===== src/rtl/sdram_ctrl_pkg.sv =====
// Shared types and constants for the SDRAM burst scheduler.
// Holds the scheduler state enum, header sync byte and channel count.
package sdram_ctrl_pkg;

    typedef enum logic [1:0] {
        IDLE  = 2'd0,
        HDR   = 2'd1,
        RD    = 2'd2,
        DRAIN = 2'd3
    } state_t;

    localparam logic [7:0] HDR_SYNC = 8'hA5;
    localparam int         NUM_CH   = 4;

endpackage


===== src/rtl/sdram_burst_sched_if.sv =====
// Bus bundle between the scheduler, the four channel read FIFOs,
// the SSD-side write FIFO and the upstream readiness controller.
// master: scheduler side (drives strobes, write data, status).
// slave : environment side (drives ack and channel read data).
interface sdram_burst_sched_if #(
    parameter int DATA_W = 16
);
    logic              ack;
    logic [DATA_W-1:0] rd_data_1;
    logic [DATA_W-1:0] rd_data_2;
    logic [DATA_W-1:0] rd_data_3;
    logic [DATA_W-1:0] rd_data_4;
    logic              rd_req_1;
    logic              rd_req_2;
    logic              rd_req_3;
    logic              rd_req_4;
    logic              wr_req;
    logic [DATA_W-1:0] wr_data;
    logic              busy;
    logic              frame_done;
    logic [15:0]       frame_cnt;

    modport master (
        input  ack,
        input  rd_data_1, rd_data_2, rd_data_3, rd_data_4,
        output rd_req_1, rd_req_2, rd_req_3, rd_req_4,
        output wr_req, wr_data,
        output busy, frame_done, frame_cnt
    );

    modport slave (
        output ack,
        output rd_data_1, rd_data_2, rd_data_3, rd_data_4,
        input  rd_req_1, rd_req_2, rd_req_3, rd_req_4,
        input  wr_req, wr_data,
        input  busy, frame_done, frame_cnt
    );

endinterface


===== src/rtl/sdram_burst_sched_rd_data_mux.sv =====
// Write pipeline stage 2: registered 4:1 channel data mux with header insert.
// Ports: clk, nRST, in_valid/in_ch (+in_hdr when SDRAM_BURST_HDR_EN),
// rd_data_1..4 (FIFO q), wr_req/wr_data (write FIFO strobe and data).
module rd_data_mux
    import sdram_ctrl_pkg::*;
#(
    parameter int DATA_W = 16
) (
    input  logic              clk,
    input  logic              nRST,
    input  logic              in_valid,
`ifdef SDRAM_BURST_HDR_EN
    input  logic              in_hdr,
`endif
    input  logic [1:0]        in_ch,
    input  logic [DATA_W-1:0] rd_data_1,
    input  logic [DATA_W-1:0] rd_data_2,
    input  logic [DATA_W-1:0] rd_data_3,
    input  logic [DATA_W-1:0] rd_data_4,
    output logic              wr_req,
    output logic [DATA_W-1:0] wr_data
);

    logic [DATA_W-1:0] sel_data;

`ifdef SDRAM_BURST_HDR_EN
    localparam int PAD_W = DATA_W - 10;
    logic [DATA_W-1:0] hdr_word;
    assign hdr_word = {HDR_SYNC, {PAD_W{1'b0}}, in_ch};
`endif

    always_comb begin
        sel_data = rd_data_1;
        unique case (in_ch)
            2'd0: sel_data = rd_data_1;
            2'd1: sel_data = rd_data_2;
            2'd2: sel_data = rd_data_3;
            2'd3: sel_data = rd_data_4;
        endcase
`ifdef SDRAM_BURST_HDR_EN
        if (in_hdr) begin
            sel_data = hdr_word;
        end
`endif
    end

    // wr_data holds its last value between writes; only wr_req qualifies it.
    always_ff @(posedge clk or negedge nRST) begin
        if (!nRST) begin
            wr_req  <= 1'b0;
            wr_data <= '0;
        end else begin
            wr_req <= in_valid;
            if (in_valid) begin
                wr_data <= sel_data;
            end
        end
    end

endmodule


===== src/rtl/sdram_burst_sched.sv =====
// Frame scheduler: on ack, moves one BURST_LEN burst from each channel FIFO
// (1..4) into the write FIFO through a fixed 2-cycle write pipeline.
// Ports: clk, nRST (async active-low), bus (sdram_burst_sched_if.master).
// Build option: SDRAM_BURST_HDR_EN adds a header word before each burst.
module sdram_burst_sched
    import sdram_ctrl_pkg::*;
#(
    parameter int BURST_LEN = 64,
    parameter int DATA_W    = 16
) (
    input  logic                clk,
    input  logic                nRST,
    sdram_burst_sched_if.master bus
);

    localparam int CNT_W = $clog2(BURST_LEN + 1);
    localparam logic [CNT_W-1:0] CNT_LAST = CNT_W'(BURST_LEN - 1);

`ifdef SDRAM_BURST_HDR_EN
    localparam state_t BURST_ENTRY = HDR;
`else
    localparam state_t BURST_ENTRY = RD;
`endif

    state_t           state;
    state_t           state_nxt;
    logic [1:0]       ch;
    logic [1:0]       ch_nxt;
    logic [CNT_W-1:0] cnt;
    logic [CNT_W-1:0] cnt_nxt;
    logic             drain_cnt;
    logic             drain_nxt;
    logic             rd_sel_valid;
    logic [15:0]      frame_cnt;
    logic             frame_done;

    // Stage 1 of the write pipeline.
    logic             s1_valid;
    logic [1:0]       s1_ch;

`ifdef SDRAM_BURST_HDR_EN
    logic             hdr_sel;
    logic             s1_hdr;
`endif

    logic              wr_req;
    logic [DATA_W-1:0] wr_data;

    always_ff @(posedge clk or negedge nRST) begin
        if (!nRST) begin
            state     <= IDLE;
            ch        <= 2'd0;
            cnt       <= '0;
            drain_cnt <= 1'b0;
        end else begin
            state     <= state_nxt;
            ch        <= ch_nxt;
            cnt       <= cnt_nxt;
            drain_cnt <= drain_nxt;
        end
    end

    always_comb begin
        state_nxt    = state;
        ch_nxt       = ch;
        cnt_nxt      = cnt;
        drain_nxt    = drain_cnt;
        rd_sel_valid = 1'b0;
`ifdef SDRAM_BURST_HDR_EN
        hdr_sel      = 1'b0;
`endif
        unique case (state)
            IDLE: begin
                ch_nxt    = 2'd0;
                cnt_nxt   = '0;
                drain_nxt = 1'b0;
                if (bus.ack) begin
                    state_nxt = BURST_ENTRY;
                end
            end
            HDR: begin
`ifdef SDRAM_BURST_HDR_EN
                hdr_sel   = 1'b1;
                state_nxt = RD;
`else
                state_nxt = IDLE;
`endif
            end
            RD: begin
                rd_sel_valid = 1'b1;
                if (cnt == CNT_LAST) begin
                    cnt_nxt = '0;
                    if (ch == 2'd3) begin
                        state_nxt = DRAIN;
                        drain_nxt = 1'b0;
                    end else begin
                        ch_nxt    = ch + 2'd1;
                        state_nxt = BURST_ENTRY;
                    end
                end else begin
                    cnt_nxt = cnt + 1'b1;
                end
            end
            DRAIN: begin
                drain_nxt = 1'b1;
                if (drain_cnt) begin
                    state_nxt = IDLE;
                end
            end
            default: state_nxt = IDLE;
        endcase
    end

    always_ff @(posedge clk or negedge nRST) begin
        if (!nRST) begin
            s1_valid <= 1'b0;
            s1_ch    <= 2'd0;
`ifdef SDRAM_BURST_HDR_EN
            s1_hdr   <= 1'b0;
`endif
        end else begin
            s1_ch    <= ch;
`ifdef SDRAM_BURST_HDR_EN
            s1_valid <= rd_sel_valid | hdr_sel;
            s1_hdr   <= hdr_sel;
`else
            s1_valid <= rd_sel_valid;
`endif
        end
    end

    rd_data_mux #(
        .DATA_W (DATA_W)
    ) u_mux (
        .clk       (clk),
        .nRST      (nRST),
        .in_valid  (s1_valid),
`ifdef SDRAM_BURST_HDR_EN
        .in_hdr    (s1_hdr),
`endif
        .in_ch     (s1_ch),
        .rd_data_1 (bus.rd_data_1),
        .rd_data_2 (bus.rd_data_2),
        .rd_data_3 (bus.rd_data_3),
        .rd_data_4 (bus.rd_data_4),
        .wr_req    (wr_req),
        .wr_data   (wr_data)
    );

    // The final write of a frame lands in the second DRAIN cycle.
    assign frame_done = (state == DRAIN) && drain_cnt;

    always_ff @(posedge clk or negedge nRST) begin
        if (!nRST) begin
            frame_cnt <= 16'd0;
        end else if (frame_done) begin
            frame_cnt <= frame_cnt + 16'd1;
        end
    end

    // Strobes decode straight from registered state so reset clears them at once.
    assign bus.rd_req_1   = rd_sel_valid && (ch == 2'd0);
    assign bus.rd_req_2   = rd_sel_valid && (ch == 2'd1);
    assign bus.rd_req_3   = rd_sel_valid && (ch == 2'd2);
    assign bus.rd_req_4   = rd_sel_valid && (ch == 2'd3);
    assign bus.wr_req     = wr_req;
    assign bus.wr_data    = wr_data;
    assign bus.busy       = (state != IDLE);
    assign bus.frame_done = frame_done;
    assign bus.frame_cnt  = frame_cnt;

endmodule


===== src/flat_wrapper.sv =====
// flat-port wrapper written by rule: the top's interface ports become plain ports
module sdram_burst_sched_flat import sdram_ctrl_pkg::*;
#(
    parameter int BURST_LEN = 64,
    parameter int DATA_W    = 16
)
  (clk, nRST, bus_ack, bus_rd_data_1, bus_rd_data_2, bus_rd_data_3, bus_rd_data_4, bus_rd_req_1, bus_rd_req_2, bus_rd_req_3, bus_rd_req_4, bus_wr_req, bus_wr_data, bus_busy, bus_frame_done, bus_frame_cnt);
  sdram_burst_sched_if #(.DATA_W(DATA_W)) bus_i ();
  input  logic clk;
  input  logic nRST;
  input wire logic [$bits(bus_i.ack)-1:0] bus_ack;
  input wire logic [$bits(bus_i.rd_data_1)-1:0] bus_rd_data_1;
  input wire logic [$bits(bus_i.rd_data_2)-1:0] bus_rd_data_2;
  input wire logic [$bits(bus_i.rd_data_3)-1:0] bus_rd_data_3;
  input wire logic [$bits(bus_i.rd_data_4)-1:0] bus_rd_data_4;
  output wire logic [$bits(bus_i.rd_req_1)-1:0] bus_rd_req_1;
  output wire logic [$bits(bus_i.rd_req_2)-1:0] bus_rd_req_2;
  output wire logic [$bits(bus_i.rd_req_3)-1:0] bus_rd_req_3;
  output wire logic [$bits(bus_i.rd_req_4)-1:0] bus_rd_req_4;
  output wire logic [$bits(bus_i.wr_req)-1:0] bus_wr_req;
  output wire logic [$bits(bus_i.wr_data)-1:0] bus_wr_data;
  output wire logic [$bits(bus_i.busy)-1:0] bus_busy;
  output wire logic [$bits(bus_i.frame_done)-1:0] bus_frame_done;
  output wire logic [$bits(bus_i.frame_cnt)-1:0] bus_frame_cnt;
  assign bus_i.ack = bus_ack;
  assign bus_i.rd_data_1 = bus_rd_data_1;
  assign bus_i.rd_data_2 = bus_rd_data_2;
  assign bus_i.rd_data_3 = bus_rd_data_3;
  assign bus_i.rd_data_4 = bus_rd_data_4;
  assign bus_rd_req_1 = bus_i.rd_req_1;
  assign bus_rd_req_2 = bus_i.rd_req_2;
  assign bus_rd_req_3 = bus_i.rd_req_3;
  assign bus_rd_req_4 = bus_i.rd_req_4;
  assign bus_wr_req = bus_i.wr_req;
  assign bus_wr_data = bus_i.wr_data;
  assign bus_busy = bus_i.busy;
  assign bus_frame_done = bus_i.frame_done;
  assign bus_frame_cnt = bus_i.frame_cnt;
  sdram_burst_sched #(.BURST_LEN(BURST_LEN), .DATA_W(DATA_W)) u_core (.clk(clk), .nRST(nRST), .bus(bus_i));
endmodule

===== config.mk =====
export PLATFORM = sky130hd
export DESIGN_NAME = sdram_burst_sched_flat
export DESIGN_NICKNAME = d
export VERILOG_FILES = /design/src/rtl/sdram_ctrl_pkg.sv /design/src/rtl/sdram_burst_sched_if.sv /design/src/rtl/sdram_burst_sched_rd_data_mux.sv /design/src/rtl/sdram_burst_sched.sv /design/src/flat_wrapper.sv
export SDC_FILE = /design/constraint.sdc
export NUM_CORES = 1
export LEC_CHECK = 0
export BUFFER_PORTS_ARGS = -buffer_cell sky130_fd_sc_hd__buf_2
export CAP_MARGIN = 20
export CELL_PAD_IN_SITES_DETAIL_PLACEMENT = 1
export CELL_PAD_IN_SITES_GLOBAL_PLACEMENT = 1
export CORE_MARGIN = 5
export CORE_UTILIZATION = 33
export CTS_CLUSTER_SIZE = 10
export DETAILED_ROUTE_END_ITERATION = 10
export PLACE_DENSITY_LB_ADDON = 0.1
export SLEW_MARGIN = 25
export SYNTH_ARGS = -nofsm -noshare
export SYNTH_HDL_FRONTEND = slang
export SYNTH_SLANG_ARGS = --single-unit

===== constraint.sdc =====
create_clock -name clk -period 1.4 [get_ports clk]
set_input_delay 0.07 -clock clk [delete_from_list [all_inputs] [get_ports clk]]
set_output_delay 0.07 -clock clk [all_outputs]
set_load 0.1 [all_outputs]

==> run metrics, run 1 <==
status=finished, violations left; violated checks=negative setup slack; final hold vios=0; Final HPWL DP=5570 um; WL/cell=17.1 um; measured slew at the worst slew-check pin=0.505 ns; Post-Place Cells=415; combinational power share=0.514; initial antenna violation count=0; Final Power=5.55 mW; drt drc=0; Post-synth EDFFs=0; worst path bufs/invs=3; Period minus WS final=1.49 ns; num rows=32; CORE AREA=7650 sq um; Design Area, Final=3800 sq um; CP required=1.33 ns; total grt overflow=0; leakage power=1.81 nW; # H-tree levels=2; Post-Synth Simple-Gate Area=0.129; pwr dens=1460 nW/um^2; Crit Path Class=reg2out; CTS Buffer Depth=2; full die area=9600 sq um; CP endpoint kind=output port; CTS tree=built; I/O pin total=106; largest cells by area after synthesis=dfrtp_1 47%, mux4_2 8.8%, mux4_1 6.2%; highest net fanout along the worst path=4; Compound-Gate Fraction of Synth Area=0.0328; Top Family by Delay on Critical Path=flip-flops; # nets final=402; hold_sp=bus_ack; r2r worst-path depth=3; final RePlAce weighted congestion=0.814; worst min path class=in2reg; largest family of logic cells by synthesized area=multiplexers; # setup viols final=22; CP startpoint kind=flip-flop; post-synthesis sequential area ratio=0.470; max_cap viols=0; sw frac=0.432; worst vdd ir=0.000796 V; #FFs+latches synth=48; vias post-DR=2118; largest stage delay on the critical path=0.43 ns; share of the synthesized area in the top cell type=0.470; crit path cell chain=buf_6 -> inv_6 -> ha_4 -> and3_4 -> buf_12; Clk pwr share=0.159; Pre-antenna DRT Iters=4; total wire length=7400 um; Worst Hold Depth=3; initial drt markers=36; Final Max Slew Viols=0; Max stage delay cell, worst path=dfrtp_1; Starting Density=0.334; switching power total=2.40 mW; DRT antenna net count=0; Tcrit/Tclk final=1.06; Worst R2R Start=u_core.s1_ch[0]; Async SR Flop Fraction=1.00; Hold Path End=u_core.state[1]; first-pass GRT wire length=12300 um; Commonest cells post-synth=48 x dfrtp_1, 20 x nand2_1, 10 x mux2_4, 10 x mux4_2, 9 x xor2_1; Worst Slack Setup Final=-0.0907 ns; post-synthesis xor/xnor area fraction=0.0514; Horiz. Die Dim=98.0 um; Reg power frac=0.327; CTS Buf Count=5; Sink Count=48; layout cell share with drive strength beyond 1=0.661; Synth Area per Inst=12.9 sq um; Clock Latency Late Sink=0.31 ns; fillers=827; Synth Net Count=271; slew margin rel.=0.666; critical path data arrival time=1.42 ns; clk slew on worst S/H paths=0.09 ns; synth unique cells=34; RSZ-0062 raised after global routing=true; placed cell areas=3530 sq um; Antenna Cells=0; largest net degree at the start of global routing=26; Gate Count Post-Synth=198; synthesis-to-finish area growth=48.6%; Layout Skew=0.0115 ns; Primary FF master, synth=dfrtp_1; Buffers on Ports=105; cell internal pwr=3.15 mW; Clock Tree Root=clkbuf_8; gr usage total=0.158; die height=98.0 um; fmax=0.671 GHz; Post-Synth Adder-Cell Area=0.0294; vias per cell=4.90; Worst R2R Setup Slack=-0.08 ns; Final Non-Filler Cells=432; mux share of post-synthesis cell area=0.252; most common cell in the synthesized netlist=dfrtp_1; reg-to-reg critical path endpoint=u_core.u_mux.wr_data[9]; synth warn=0; post-synthesis cell area=2550 sq um; leading area contributor after synthesis=dfrtp_1; vias in the first global route=2338
placed cells by master, fill, tap and decap left out, types with 2 or more instances in the layout:
| cell | n |
|---|---|
| ha_4 | 3 |
| and4_1 | 2 |
| nand4_1 | 3 |
| nor3_1 | 2 |
| mux2_2 | 2 |
| mux2i_1 | 2 |
| mux2_4 | 16 |
| buf_2 | 99 |
| and3_1 | 2 |
| nand3_1 | 5 |
| a21oi_1 | 7 |
| dfrtp_2 | 4 |
| nor2b_1 | 2 |
| dfrtp_4 | 13 |
| dfrtp_1 | 31 |
| and3_4 | 5 |
| buf_4 | 21 |
| o21ai_1 | 2 |
| nor3_2 | 3 |
| xnor2_1 | 6 |
| xor2_1 | 9 |
| nand2_1 | 20 |
| clkbuf_8 | 6 |
| buf_6 | 2 |
| ha_2 | 2 |
| nor2_1 | 6 |
| mux4_2 | 16 |
| o21ai_0 | 3 |
| buf_12 | 10 |
| inv_1 | 3 |
| nand3_2 | 3 |
worst register-to-register path: stages (launching register included):
cell and delay (ns):
dfrtp_2 0.43, clkbuf_16 0.18, mux4_2 0.49, mux2_4 0.27
flip-flops by register name, indices dropped and copies added (netlist names):
name	flops
u_core.bus.frame_cnt	16
u_core.state	2
u_core.cnt	7
u_core.drain_cnt	1
u_core.s1_valid	1
u_core.u_mux.wr_req	1
u_core.ch	2
u_core.s1_ch	2
u_core.u_mux.wr_data	16
stage by stage:
stage          setup TNS [ns]   util  hold WS, ns  worst slack [ns]
6_report                -1.37  0.497       0.0431           -0.0907
5_1_grt                 -2.51  0.497       0.0613            -0.153
4_1_cts                 -1.72  0.489       0.0322           -0.0992
3_5_place_dp            -1.19  0.462       0.0262            -0.112
3_3_place_gp           -0.642  0.462       0.0355           -0.0757
2_1_floorplan          -0.706      -       -0.226            -0.153
worst max-delay path by stage:
stage | from | to | slack (ns) | cells past startpoint
2_1_floorplan | u_core.bus.frame_cnt[8] | u_core.bus.frame_cnt[15] | -0.15 | 4
3_3_place_gp | u_core.s1_ch[0] | u_core.u_mux.wr_data[3] | -0.08 | 3
3_5_place_dp | u_core.s1_ch[0] | u_core.u_mux.wr_data[4] | -0.11 | 3
4_1_cts | u_core.ch[0] | bus_rd_req_1 | -0.1 | 5
5_1_grt | u_core.ch[0] | bus_rd_req_1 | -0.15 | 5
6_report | u_core.ch[0] | bus_rd_req_1 | -0.09 | 5
area by class of cell:
type	count	area (sq um)	share of cell area
multi-input cells	134	1380	0.363
flip-flops and latches	48	1250	0.330
repair buffers	134	911	0.240
well taps	102	128	0.0336
clock buffers	7	86.3	0.0227
inverters	6	30.0	0.00791
clock inverters	1	7.51	0.00198
routing by layer:
metal / GRT usage / wire (um)
met5: 0 / 0
met4: 0.0415 / 94
met3: 0.0407 / 409
met2: 0.269 / 3600
met1: 0.200 / 3300
power groups by stage:
stage	Combinational, mW	Clock [mW]	Sequential, mW
floorplan	1.04	0	2.71
CTS	2.81	0.934	1.82
detailed placement	2.58	0	1.82
finish	2.85	0.884	1.82
global placement	2.53	0	1.81
global route	3.01	0.998	1.85
logic make-up (layout without fill, tap and decap cells):
logic type,after synthesis,count (layout)
xor gates and xnor gates,15,15
adders and majority gates,6,6
DFF,48,48
and+or+nand+nor,62,62
buffers and inverters,16,148
muxes,36,36
AOI/OAI and AO/OA,15,15
repair_timing:
action,in CTS,in global routing
gates cloned,1,0
setup buffers,2,5
hold endpoints to repair,14,0
hold buffers,1,0
pin swaps,3,1
resized for setup,33,9
setup endpoints to repair,25,28
(Power assumes the default switching activity.)
==> run 2: changes to the inputs <==
CORE_MARGIN = unset   (was 5)
GPL_TIMING_DRIVEN = 0   (was unset)
REMOVE_ABC_BUFFERS = 1   (was unset)
==> run metrics, run 2 (synthesis gave the netlist of run 1 again) <==
status=finished, violations left (unchanged); violated checks=negative setup slack (unchanged); total wire length=7100 um (was 7400 um); CTS Buf Count=5 (unchanged); Starting Density=0.347 (was 0.334); RSZ-0062 raised after global routing=true (unchanged); # nets final=401 (was 402); vias in the first global route=2237 (was 2338); worst min path class=in2reg (unchanged); CP required=1.59 ns (was 1.33 ns); highest net fanout along the worst path=7 (was 4); pwr dens=1470 nW/um^2 (was 1460 nW/um^2); Final Max Slew Viols=0 (unchanged); CP startpoint kind=flip-flop (unchanged); total grt overflow=0 (unchanged); initial antenna violation count=0 (unchanged); Antenna Cells=0 (unchanged); Tcrit/Tclk final=1.09 (was 1.06); Buffers on Ports=105 (unchanged); drt drc=0 (unchanged); setup TNS=-1.78 ns (was -1.37 ns); Levels on crit path=3 (was 5); Worst R2R Setup Slack=-0.13 ns (was -0.08 ns); worst path bufs/invs=1 (was 3); CTS Buffer Depth=2 (unchanged); I/O pin total=106 (unchanged); Hold Path End=u_core.state[1] (unchanged); vias per cell=5.00 (was 4.90); Final Power=5.45 mW (was 5.55 mW); DRT antenna net count=0 (unchanged); vias post-DR=2142 (was 2118); Worst Slack Setup Final=-0.128 ns (was -0.0907 ns); switching power total=2.39 mW (was 2.40 mW); CTS tree=built (unchanged); clk slew on worst S/H paths=0.09 ns (about the same); synthesis-to-finish area growth=45.5% (was 48.6%); largest stage delay on the critical path=0.51 ns (was 0.43 ns); fillers=815 (was 827); crit path cell chain=buf_12 -> mux4_2 -> mux2_4 (was buf_6 -> inv_6 -> ha_4 -> and3_4 -> buf_12); most frequent cells in the layout=98 x buf_2, 37 x dfrtp_1, 24 x buf_4 (was 99 x buf_2, 31 x dfrtp_1, 21 x buf_4); Final Non-Filler Cells=428 (was 432); Clock Tree Root=clkbuf_8 (unchanged); leakage power=1.80 nW (was 1.81 nW); Layout Skew=0.00426 ns (was 0.0115 ns); num rows=31 (was 32); Post-Place Cells=392 (was 415); placed cell areas=3140 sq um (was 3530 sq um); # H-tree levels=2 (unchanged); largest net degree at the start of global routing=49 (was 26); die height=90.0 um (was 98.0 um); Worst R2R Start=u_core.s1_ch[0] (unchanged); slew margin rel.=0.587 (was 0.666); sw frac=0.438 (was 0.432); fmax=0.655 GHz (was 0.671 GHz); reg-to-reg critical path endpoint=u_core.u_mux.wr_data[11] (was u_core.u_mux.wr_data[9]); final hold vios=0 (unchanged); CP endpoint kind=flip-flop (was output port); critical path data arrival time=1.72 ns (was 1.42 ns); Sink Count=48 (unchanged); worst vdd ir=0.000658 V (was 0.000796 V); # setup viols final=19 (was 22); commonest non-fill, non-tap cell in the layout=buf_2 (unchanged); hold_sp=bus_ack (unchanged); Final HPWL DP=4800 um (was 5570 um); Max stage delay cell, worst path=mux4_2 (was dfrtp_1); r2r worst-path depth=3 (unchanged); Horiz. Die Dim=90.0 um (was 98.0 um); cell internal pwr=3.06 mW (was 3.15 mW); Design Area, Final=3720 sq um (was 3800 sq um); measured slew at the worst slew-check pin=0.620 ns (was 0.505 ns); Clk pwr share=0.162 (was 0.159); full die area=8100 sq um (was 9600 sq um); Worst Hold Depth=3 (unchanged); Pre-antenna DRT Iters=3 (was 4); combinational power share=0.495 (was 0.514); gr usage total=0.179 (was 0.158); Crit Path Class=reg2reg (was reg2out); layout cell share with drive strength beyond 1=0.644 (was 0.661); Clock Latency Late Sink=0.30 ns (was 0.31 ns); Reg power frac=0.343 (was 0.327); max_cap viols=0 (unchanged); Period minus WS final=1.53 ns (was 1.49 ns); initial drt markers=35 (was 36); final RePlAce weighted congestion=0.668 (was 0.814); registers with the most flip-flops=u_core.bus.frame_cnt: 16 flops, u_core.u_mux.wr_data: 16 flops, u_core.cnt: 7 flops (unchanged); Top Family by Delay on Critical Path=multiplexers (was flip-flops); first-pass GRT wire length=11500 um (was 12300 um); WL/cell=16.6 um (was 17.1 um); CORE AREA=7370 sq um (was 7650 sq um)
[run 2: how the worst max path moves through the flow]
stage               startpoint  slack (ns)                  endpoint
4_1_cts        u_core.s1_ch[0]       -0.14  u_core.u_mux.wr_data[12]
3_3_place_gp   u_core.s1_ch[0]       -0.65   u_core.u_mux.wr_data[1]
6_report       u_core.s1_ch[0]       -0.13  u_core.u_mux.wr_data[11]
3_5_place_dp   u_core.s1_ch[0]       -0.65   u_core.u_mux.wr_data[3]
2_1_floorplan  u_core.state[0]       -0.87  u_core.bus.frame_cnt[14]
5_1_grt        u_core.s1_ch[0]       -0.18  u_core.u_mux.wr_data[12]
[run 2: worst register-to-register path: stages (launching register included)]
cell and delay, ns:
dfrtp_4 0.48, buf_12 0.15, mux4_2 0.51, mux2_4 0.28
[run 2: through the flow]
stage / utilization / worst slack (ns) / hold WS [ns]
floorplan: - / -0.872 / -0.226
global placement: 0.425 / -0.655 / 0.348
detailed placement: 0.426 / -0.654 / 0.135
CTS: 0.480 / -0.142 / 0.0219
global route: 0.504 / -0.178 / 0.0459
finish: 0.504 / -0.128 / 0.0307
[run 2: power groups by stage]
stage               Sequential (mW)  Combinational (mW)  Clock (mW)
floorplan                      2.78               0.873           0
CTS                            1.86                2.67       0.926
global placement               1.93                2.16           0
finish                         1.87                2.70       0.886
global route                   1.91                2.84       0.961
detailed placement             1.94                2.18           0
[run 2: repair_timing]
| item | in CTS | in global routing |
|---|---|---|
| endpoints found under the hold margin | 48 | 0 |
| hold buffers | 1 | 0 |
| endpoints found under the setup margin | 43 | 31 |
| pin swaps | 1 | 13 |
| buffers inserted | 12 | 14 |
| resized for setup | 59 | 22 |
| gates cloned | 1 | 0 |
[run 2: layer usage]
layer | GRT usage | vias to the layer above | wire (um) | share of wire
met5 | 0 | - | 0 | 0
met2 | 0.309 | 82 | 3490 | 0.49
met3 | 0.0516 | 10 | 464 | 0.065
met4 | 0.0417 | 0 | 94 | 0.013
met1 | 0.220 | 1067 | 3050 | 0.43
li1 | - | 983 | - | -
[run 2: final cells by class]
class                           instances  area [sq um]  share of cell area
Multi-Input combinational cell        134          1390               0.375
Sequential cell                        48          1220               0.327
Timing Repair Buffer                  133           853               0.230
Tap cell                               99           124              0.0333
Clock buffer                            6          82.6              0.0222
Inverter                                6          31.3             0.00841
Clock inverter                          2          15.0             0.00404
==> run 3: changes to the inputs <==
CORE_MARGIN = 1.5   (was unset)
CORE_UTILIZATION = 34   (was 33)
CTS_BUF_LIST = sky130_fd_sc_hd__clkbuf_4   (was unset)
==> run metrics, run 3 (synthesis gave the netlist of run 1 again) <==
status=finished, violations left (unchanged); violated checks=negative setup slack (unchanged); largest net degree at the start of global routing=49 (unchanged); pwr dens=1420 nW/um^2 (was 1470 nW/um^2); vias per cell=4.91 (was 5.00); Top Family by Delay on Critical Path=flip-flops (was multiplexers); CTS tree=built (unchanged); Max stage delay cell, worst path=dfrtp_4 (was mux4_2); CTS Buf Count=5 (unchanged); Horiz. Die Dim=89.7 um (was 90.0 um); crit path cell chain=clkinvlp_4 -> and3_4 -> buf_12 (was buf_12 -> mux4_2 -> mux2_4); reg-to-reg critical path endpoint=u_core.u_mux.wr_data[15] (was u_core.u_mux.wr_data[11]); r2r worst-path depth=3 (unchanged); Final HPWL DP=4620 um (was 4800 um); full die area=8040 sq um (was 8100 sq um); highest net fanout along the worst path=8 (was 7); final hold vios=0 (unchanged); die height=89.7 um (was 90.0 um); WL/cell=15.8 um (was 16.6 um); CP required=1.33 ns (was 1.59 ns); Worst R2R Setup Slack=-0.12 ns (was -0.13 ns); multi-input logic area=1340 sq um (was 1390 sq um); clk slew on worst S/H paths=0.14 ns (was 0.09 ns); total wire length=6760 um (was 7100 um); Antenna Cells=0 (unchanged); RSZ-0062 raised after global routing=true (unchanged); Crit Path Class=reg2out (was reg2reg); CP startpoint kind=flip-flop (unchanged); leakage power=1.78 nW (was 1.80 nW); # setup viols final=25 (was 19); num rows=31 (unchanged); Period minus WS final=1.53 ns (about the same); slew margin rel.=0.583 (was 0.587); measured slew at the worst slew-check pin=0.625 ns (was 0.620 ns); CP startpoint=u_core.state[0] (was u_core.s1_ch[0]); worst vdd ir=0.000862 V (was 0.000658 V); vias post-DR=2095 (was 2142); Starting Density=0.352 (was 0.347); final RePlAce weighted congestion=0.722 (was 0.668); fmax=0.655 GHz (about the same); Final Max Slew Viols=0 (unchanged); worst min path class=in2reg (unchanged); # nets final=401 (unchanged); registers with the most flip-flops=u_core.bus.frame_cnt: 16 flops, u_core.u_mux.wr_data: 16 flops, u_core.cnt: 7 flops (unchanged); total grt overflow=0 (unchanged); Sink Count=48 (unchanged); initial drt markers=54 (was 35); commonest non-fill, non-tap cell in the layout=buf_2 (unchanged); largest stage delay on the critical path=0.54 ns (was 0.51 ns); layout cell share with drive strength beyond 1=0.625 (was 0.644); Clock Tree Root=clkbuf_4 (was clkbuf_8); Tcrit/Tclk final=1.09 (about the same); first-pass GRT wire length=10600 um (was 11500 um); CTS Buffer Depth=2 (unchanged); CP endpoint kind=output port (was flip-flop); drt drc=0 (unchanged); CORE AREA=7250 sq um (was 7370 sq um); Pre-antenna DRT Iters=3 (unchanged); Worst Setup EP=bus_rd_req_1 (was u_core.u_mux.wr_data[11]); I/O pin total=106 (unchanged); worst path bufs/invs=2 (was 1); Worst R2R Start=u_core.s1_ch[0] (unchanged); most frequent cells in the layout=95 x buf_2, 39 x dfrtp_1, 21 x buf_4 (was 98 x buf_2, 37 x dfrtp_1, 24 x buf_4); Worst Slack Setup Final=-0.126 ns (was -0.128 ns); fin util=0.502 (was 0.504); worst slack at placement=-0.657 ns (was -0.654 ns); gr usage total=0.175 (was 0.179); fillers=793 (was 815); DRT antenna net count=0 (unchanged); max_cap viols=0 (unchanged); # H-tree levels=2 (unchanged); critical path data arrival time=1.46 ns (was 1.72 ns); vias in the first global route=2178 (was 2237); Clock Latency Late Sink=0.36 ns (was 0.30 ns); synthesis-to-finish area growth=42.4% (was 45.5%); Levels on crit path=3 (unchanged); Layout Skew=0.0155 ns (was 0.00426 ns); initial antenna violation count=0 (unchanged); setup TNS=-2.39 ns (was -1.78 ns); Buffers on Ports=105 (unchanged); register area=1220 sq um (unchanged)
## run 3: cell types whose count changed in the layout (fill, tap and decap cells not counted), sizes merged
cell	previous run	this run
clkbuf	6	9
clkinvlp	3	1
buf	132	129
clkinv	0	1
## run 3: final cells by class
type	count	area share
Clock inverter	1	0.00138
Timing Repair Buffer	133	0.241
Sequential cell	48	0.335
Clock buffer	6	0.0124
Inverter	6	0.00722
Tap cell	99	0.0340
Multi-Input combinational cell	134	0.369
## run 3: routing by layer
layer | up-vias | part of all wire | global-route usage
li1 | 976 | - | -
met1 | 1045 | 0.43 | 0.217
met2 | 57 | 0.50 | 0.298
met3 | 17 | 0.043 | 0.0393
met4 | 0 | 0.031 | 0.0685
met5 | - | 0 | 0
## run 3: worst register-to-register path, delay by kind of cell (launching register included)
family	cells	cell delay, ns
buf+inv	1	0.15
flops	1	0.52
mux	2	0.74
## run 3: worst min path at each step
stage / startpoint / endpoint / slack [ns] / cells after the start
6_report: bus_ack / u_core.state[1] / 0.01 / 3
5_1_grt: bus_ack / u_core.state[1] / 0.04 / 3
4_1_cts: bus_ack / u_core.state[1] / 0.009 / 3
3_5_place_dp: nRST / u_core.u_mux.wr_data[13] / 0.13 / 1
3_3_place_gp: nRST / u_core.u_mux.wr_data[8] / 0.36 / 1
2_1_floorplan: nRST / u_core.bus.frame_cnt[0] / -0.23 / 0
## run 3: timing repair
action,in CTS,in global routing
setup endpoints to repair,43,34
hold buffers,1,0
gates resized for setup,53,20
setup buffers,18,9
pin swaps,2,8
endpoints found under the hold margin,48,0
## run 3: power breakdown
| part | internal (mW) | switching [mW] | total [mW] |
|---|---|---|---|
| combinational | 1.02 | 1.62 | 2.64 |
| clock | 0.206 | 0.433 | 0.638 |
| sequential | 1.63 | 0.253 | 1.89 |
## run 3: metrics by stage
step	instances	hold WS (ns)	power [mW]	area, sq um
5_1_grt	427	0.0365	5.44	3640
3_5_place_dp	392	0.130	4.12	3140
6_report	427	0.0110	5.17	3640
3_3_place_gp	392	0.358	4.08	3140
2_1_floorplan	188	-0.226	3.65	2490
4_1_cts	418	0.00859	5.12	3500
